### config.mk
export PLATFORM = sky130hd
export DESIGN_NAME = rv32i_core
export DESIGN_NICKNAME = d
export VERILOG_FILES = /design/src/rtl/rv32i_core.sv
export SDC_FILE = /design/constraint.sdc
export NUM_CORES = 2
export LEC_CHECK = 0
export ABC_CLOCK_PERIOD_IN_PS = 18140
export CAP_MARGIN = 40
export CORE_UTILIZATION = 30
export CTS_CLUSTER_SIZE = 8
export DETAILED_ROUTE_END_ITERATION = 10
export PLACE_DENSITY = 0.4
export SLEW_MARGIN = 30
export SYNTH_ARGS = -nofsm -noshare
export SYNTH_HDL_FRONTEND = slang
export SYNTH_SLANG_ARGS = --single-unit
### constraint.sdc
create_clock -name CLK -period 18.14 [get_ports CLK]
set_input_delay 1.814 -clock CLK [delete_from_list [all_inputs] [get_ports CLK]]
set_output_delay 1.814 -clock CLK [all_outputs]
set_load 0.05 [all_outputs]
### src/rtl/rv32i_core.sv
// Single-cycle RV32I core: combinational fetch/decode/execute, PC and register file update on CLK.
// Optional LUI/AUIPC support is enabled by defining RV_UPPER_IMM_EN.
module rv32i_core (
  input  logic        CLK,
  input  logic        RESET,
  input  logic [31:0] instruction,
  output logic [31:0] PC,
  input  logic [31:0] read_data,
  output logic [31:0] read_data2,
  output logic        MemWrite,
  output logic        MemRead,
  output logic [31:0] alu_result
);
  localparam logic [6:0] OP_R      = 7'b0110011;
  localparam logic [6:0] OP_IMM    = 7'b0010011;
  localparam logic [6:0] OP_LOAD   = 7'b0000011;
  localparam logic [6:0] OP_STORE  = 7'b0100011;
  localparam logic [6:0] OP_BRANCH = 7'b1100011;
  localparam logic [6:0] OP_JAL    = 7'b1101111;
  localparam logic [6:0] OP_JALR   = 7'b1100111;
`ifdef RV_UPPER_IMM_EN
  localparam logic [6:0] OP_LUI    = 7'b0110111;
  localparam logic [6:0] OP_AUIPC  = 7'b0010111;
`endif

  typedef enum logic [1:0] {WB_ALU, WB_MEM, WB_PC4} wb_sel_e;

  logic [31:0] pc_q, pc_d;
  logic [31:0] rf_q [32];

  logic [6:0]  opcode;
  logic [4:0]  rd, rs1, rs2;
  logic [2:0]  funct3;
  logic        funct7_5;
  logic [31:0] rs1_val, rs2_val, pc_plus4;
  logic [31:0] imm_i, imm_s, imm_b, imm_j;
`ifdef RV_UPPER_IMM_EN
  logic [31:0] imm_u;
`endif

  assign opcode   = instruction[6:0];
  assign rd       = instruction[11:7];
  assign funct3   = instruction[14:12];
  assign rs1      = instruction[19:15];
  assign rs2      = instruction[24:20];
  assign funct7_5 = instruction[30];

  assign imm_i = {{20{instruction[31]}}, instruction[31:20]};
  assign imm_s = {{20{instruction[31]}}, instruction[31:25], instruction[11:7]};
  assign imm_b = {{19{instruction[31]}}, instruction[31], instruction[7],
                  instruction[30:25], instruction[11:8], 1'b0};
  assign imm_j = {{11{instruction[31]}}, instruction[31], instruction[19:12],
                  instruction[20], instruction[30:21], 1'b0};
`ifdef RV_UPPER_IMM_EN
  assign imm_u = {instruction[31:12], 12'b0};
`endif

  assign rs1_val  = (rs1 == 5'd0) ? 32'd0 : rf_q[rs1];
  assign rs2_val  = (rs2 == 5'd0) ? 32'd0 : rf_q[rs2];
  assign pc_plus4 = pc_q + 32'd4;

  // Main decoder: unsupported opcodes/funct3 keep the NOP defaults.
  logic [31:0] op_a, op_b;
  logic [2:0]  alu_f3;
  logic        alu_alt, reg_we, mem_we, mem_re, is_branch, is_jal, is_jalr;
  wb_sel_e     wb_sel;

  always_comb begin
    op_a      = rs1_val;
    op_b      = rs2_val;
    alu_f3    = 3'b000;
    alu_alt   = 1'b0;
    reg_we    = 1'b0;
    mem_we    = 1'b0;
    mem_re    = 1'b0;
    is_branch = 1'b0;
    is_jal    = 1'b0;
    is_jalr   = 1'b0;
    wb_sel    = WB_ALU;
    case (opcode)
      OP_R: begin
        alu_f3  = funct3;
        alu_alt = funct7_5;
        reg_we  = 1'b1;
      end
      OP_IMM: begin
        op_b    = imm_i;
        alu_f3  = funct3;
        alu_alt = (funct3 == 3'b101) && funct7_5;
        reg_we  = 1'b1;
      end
      OP_LOAD: if (funct3 == 3'b010) begin
        op_b   = imm_i;
        reg_we = 1'b1;
        mem_re = 1'b1;
        wb_sel = WB_MEM;
      end
      OP_STORE: if (funct3 == 3'b010) begin
        op_b   = imm_s;
        mem_we = 1'b1;
      end
      OP_BRANCH: begin
        alu_alt   = 1'b1;
        is_branch = 1'b1;
      end
      OP_JAL: begin
        op_a   = pc_q;
        op_b   = imm_j;
        reg_we = 1'b1;
        is_jal = 1'b1;
        wb_sel = WB_PC4;
      end
      OP_JALR: if (funct3 == 3'b000) begin
        op_b    = imm_i;
        reg_we  = 1'b1;
        is_jalr = 1'b1;
        wb_sel  = WB_PC4;
      end
`ifdef RV_UPPER_IMM_EN
      OP_LUI: begin
        op_a   = 32'd0;
        op_b   = imm_u;
        reg_we = 1'b1;
      end
      OP_AUIPC: begin
        op_a   = pc_q;
        op_b   = imm_u;
        reg_we = 1'b1;
      end
`endif
      default: ;
    endcase
  end

  logic [31:0] alu_out;
  logic [4:0]  shamt;
  assign shamt = op_b[4:0];

  always_comb begin
    alu_out = 32'd0;
    case (alu_f3)
      3'b000: alu_out = alu_alt ? (op_a - op_b) : (op_a + op_b);
      3'b001: alu_out = op_a << shamt;
      3'b010: alu_out = {31'd0, $signed(op_a) < $signed(op_b)};
      3'b011: alu_out = {31'd0, op_a < op_b};
      3'b100: alu_out = op_a ^ op_b;
      3'b101: alu_out = alu_alt ? 32'($signed(op_a) >>> shamt) : (op_a >> shamt);
      3'b110: alu_out = op_a | op_b;
      3'b111: alu_out = op_a & op_b;
      default: ;
    endcase
  end

  logic taken;
  always_comb begin
    taken = 1'b0;
    case (funct3)
      3'b000: taken = (rs1_val == rs2_val);
      3'b001: taken = (rs1_val != rs2_val);
      3'b100: taken = ($signed(rs1_val) <  $signed(rs2_val));
      3'b101: taken = ($signed(rs1_val) >= $signed(rs2_val));
      3'b110: taken = (rs1_val <  rs2_val);
      3'b111: taken = (rs1_val >= rs2_val);
      default: ;
    endcase
  end

  logic [31:0] jalr_sum;
  assign jalr_sum = rs1_val + imm_i;

  always_comb begin
    pc_d = pc_plus4;
    if (is_jal)                  pc_d = pc_q + imm_j;
    else if (is_jalr)            pc_d = {jalr_sum[31:1], 1'b0};
    else if (is_branch && taken) pc_d = pc_q + imm_b;
  end

  logic [31:0] wb_data;
  always_comb begin
    case (wb_sel)
      WB_MEM:  wb_data = read_data;
      WB_PC4:  wb_data = pc_plus4;
      default: wb_data = alu_out;
    endcase
  end

  always_ff @(posedge CLK) begin
    if (RESET) begin
      pc_q <= 32'd0;
      for (int i = 0; i < 32; i++) rf_q[i] <= 32'd0;
    end else begin
      pc_q <= pc_d;
      if (reg_we && (rd != 5'd0)) rf_q[rd] <= wb_data;
    end
  end

  assign PC         = pc_q;
  assign read_data2 = rs2_val;
  assign alu_result = alu_out;
  assign MemWrite   = mem_we & ~RESET;
  assign MemRead    = mem_re & ~RESET;
endmodule

==> results.py <==
metrics = {
    "timing": {
        "worst_pin_slew_ns": 0.982,
        "layout_setup_ws_ns": 5.67,
        "hold_violations": 0,
        "finalCritPeriodShare_pct": 68.8,
        "fin_setup_tns_ns": 0,
        "fmax_ghz": 0.0802,
        "grt_setup_unrepaired": "no",
        "drv_slew": 0,
        "skew_ns": 0.0650,
        "slew_headroom_pct": 34.5,
        "setup_viol": 0,
        "period_needed_ns": 12.47,
    },
    "setup_path": {
        "cp-startpoint": "instruction[14]",
        "worst_path_max_delay_cell": "clkdlybuf4s50_1",
        "end_kind": "output pin",
        "path_delay_family": "compound AO/OA/AOI/OAI gates",
        "crit_required_ns": 16.33,
        "critPathKind": "in2out",
        "path_cells": "clkdlybuf4s50_1 -> buf_4 -> or3_1 -> buf_4 -> nor4_4 -> buf_4 -> or3_1 -> a21oi_1 -> o21a_4 -> nor2_8 -> buf_4 -> inv_4 -> fa_1 -> nand2b_1 -> a221oi_1 -> o211ai_1 -> o21a_1 -> a211oi_1 -> o31ai_1 -> o311ai_0 -> a21oi_1 -> xor2_1 -> o2111ai_1 -> clkdlybuf4s50_1",
        "r2r-start": "rf_q[30][1]",
        "cp-start-kind": "input pin",
        "path_buf_inv": 7,
        "cp_max_fo": 39,
        "path_common_cell": "buf_4",
        "cp.arrival_ns": 10.66,
        "max_stage_delay_ns": 0.93,
    },
    "pwr": {
        "p_leak_nw": 29.6,
        "power.density_nw_per_um2": 106,
        "peakVddDrop_mv": 0.110,
    },
    "run_status": {
        "status": "finished, final reports clean",
    },
    "final_layout": {
        "drive_gt1_share_pct": 17.5,
        "ff_latch_area_um2": 31400,
        "multi_input_area_um2": 36300,
        "fin_nets": 6602,
        "final_common_cell": "edfxtp_1",
        "syn_to_final_growth_pct": 14.3,
        "layout_common_cells": "1,024 x edfxtp_1, 1,001 x nor2_1, 504 x mux2i_1",
        "nFillCells": 23100,
    },
    "routing": {
        "final_antenna_net_count": 0,
        "drc": 0,
        "first_pass_iters": 6,
        "totalWireLength_mm": 358,
        "vias": 57400,
        "drt_iter0_markers": 7192,
        "viasPerCell": 6.05,
        "wire_per_inst_um": 37.7,
    },
    "placement": {
        "io_buffers": 162,
        "gp_congestion": 0.991,
        "pre_cts_ws_ns": 5.90,
        "hpwl_mm": 246,
    },
    "grt": {
        "gr-usage-met3_pct": 4.62,
        "grt_pass1_vias": 56000,
        "grt_busiest_layer": "met2",
        "grt_antenna_before_repair": 18,
        "grt_util_met2_pct": 48.0,
        "grt.met1_usage_pct": 38.8,
        "grt.total_usage_pct": 29.6,
        "grt_max_degree": 116,
        "grt_pass1_wl_mm": 485,
        "grt.overflow.total": 0,
    },
    "clock_tree": {
        "cts_root_buf": "clkbuf_16",
        "cts_setup_buffers": 0,
        "cts_sinks": 1055,
        "clk_latency_ns": 0.84,
        "cts_buffer_depth": 3,
        "hold_buffers": 0,
        "tritoncts": "yes",
        "cts_resized": 0,
        "path_clk_slew_ns": 0.07,
        "cts_buffers": 152,
        "htreeDepth": 4,
    },
    "logic_synthesis": {
        "synthArstFlopShare_pct": 0,
        "ys_seq_area_share_pct": 44.6,
        "yosys_register_bits": 1055,
        "synth_cells": 6280,
        "synth_ff_type": "edfxtp_1",
        "yosysWarnings": 0,
        "synth_area_um2": 70400,
        "synth_cell_type_count": 109,
        "synth-edff-count": 1024,
        "avgSynthCellArea_um2": 11.2,
    },
    "worst_hold_path": {
        "hp-class": "reg2reg",
        "hold_path.startpoint": "PC[19]",
    },
    "die": {
        "die_w_um": 486,
        "core-area_um2": 233000,
        "pin_count": 164,
        "std_cell_rows": 177,
        "die_height_um": 486,
        "die_area_um2": 236000,
        "start_util_pct": 30.2,
    },
    "flow_run": {
        "maxCapViolCount": 0,
    },
}
report_power, final:
part	internal (mW)	switching, mW
sequential	2.76	0.0680
clock	1.54	1.11
combinational	0.849	2.21
total	5.15	3.39
state kept, by name, indices dropped and copies added, names as in the netlist:
register  flops
rf_q       1024
PC           31
worst reg2reg max path, delay by kind of cell, from the launching register on:
| kind | cells | cell delay (ns) |
|---|---|---|
| AOI/OAI and AO/OA | 12 | 4.02 |
| buffers and inverters | 4 | 1.51 |
| and+or+nand+nor | 5 | 1.18 |
| adders and majority gates | 1 | 0.56 |
| DFF | 1 | 0.36 |
| muxes | 1 | 0.08 |
cells by family (layout without fill, tap and decap cells):
kind of cell / count (synthesis) / count (layout) / synth area share (%)
other: 1 / 40 / 0.00533
flip-flops: 1055 / 1055 / 44.6
AND/OR/NAND/NOR: 1947 / 1947 / 12.4
buffers and inverters: 743 / 789 / 5.00
adder cells (fa/ha/maj): 210 / 210 / 3.79
multiplexers: 927 / 927 / 20.3
AO/OA/AOI/OAI: 1267 / 1267 / 12.4
XOR/XNOR: 130 / 130 / 1.62
final cells by class:
| class | count | area share [%] |
|---|---|---|
| diodes | 7 | 0.0218 |
| clock buffers | 170 | 4.87 |
| clock inverters | 16 | 0.341 |
| inverters | 173 | 0.814 |
| multi-input cells | 4514 | 45.1 |
| flip-flops and latches | 1055 | 39.0 |
| well taps | 3132 | 4.87 |
| repair buffers | 430 | 4.94 |
synthesized netlist by cell type (22+ instances only):
master       n  share of area (%)
a211oi_1    49               0.52
a21o_1      63               0.67
a21oi_1    329                2.3
a221o_1     23               0.33
a221oi_1    60               0.75
a22o_1      22               0.27
a22oi_1    226                2.4
a31oi_1     28               0.25
and2_1      30               0.27
and3_1      38               0.34
buf_1       33               0.18
buf_2      191                1.4
buf_4       52               0.55
buf_6       32               0.51
clkbuf_1   257                1.4
dfxtp_1     31               0.88
edfxtp_1  1024                 44
ha_1       205                3.6
inv_1      168               0.90
mux2_2      23               0.37
mux2i_1    505                7.2
mux4_2     396                 13
nand2_1    314                1.7
nand2b_1    33               0.29
nand3_1     59               0.42
nand4_1     30               0.27
nor2_1    1013                5.4
nor2_2      30               0.27
nor2b_1     22               0.20
nor3_1     256                1.8
nor4_1      27               0.24
o211ai_1    28               0.30
o21a_1      26               0.28
o21ai_0    130               0.92
o21ai_1     23               0.16
o22ai_1     49               0.44
o31ai_1     26               0.28
xnor2_1     78               0.97
xor2_1      52               0.65
worst paths after layout:
| path | endpoint | slack (ns) | cells after the start |
|---|---|---|---|
| worst min register to register | PC[19] | 0.79 | 3 |
| worst max register to register | rf_q[20][28] | 10.15 | 23 |
| worst max-delay path | alu_result[30] | 5.67 | 24 |
| worst min-delay path | PC[19] | 0.79 | 3 |
routing by layer:
| metal | vias up | wire [um] |
|---|---|---|
| met2 | 2820 | 167000 |
| li1 | 24000 | - |
| met3 | 556 | 25200 |
| met1 | 30100 | 149000 |
| met5 | - | 36 |
| met4 | 6 | 17700 |
stage by stage:
step / std cells / hold slack [ns] / power (mW) / cell area [um^2] / utilization, %
final: 9497 / 0.791 / 8.54 / 80400 / 34.5
after global routing: 9491 / 0.824 / 8.77 / 80400 / 34.5
after CTS: 9476 / 0.784 / 8.51 / 80100 / 34.4
after detailed placement: 9290 / 0.776 / 5.85 / 76000 / 32.6
after global placement: 9263 / 0.761 / 5.83 / 75500 / 32.5
after floorplan: 6312 / 0.854 / 4.60 / 70500 / -
Power figures use the tool's default switching activity.
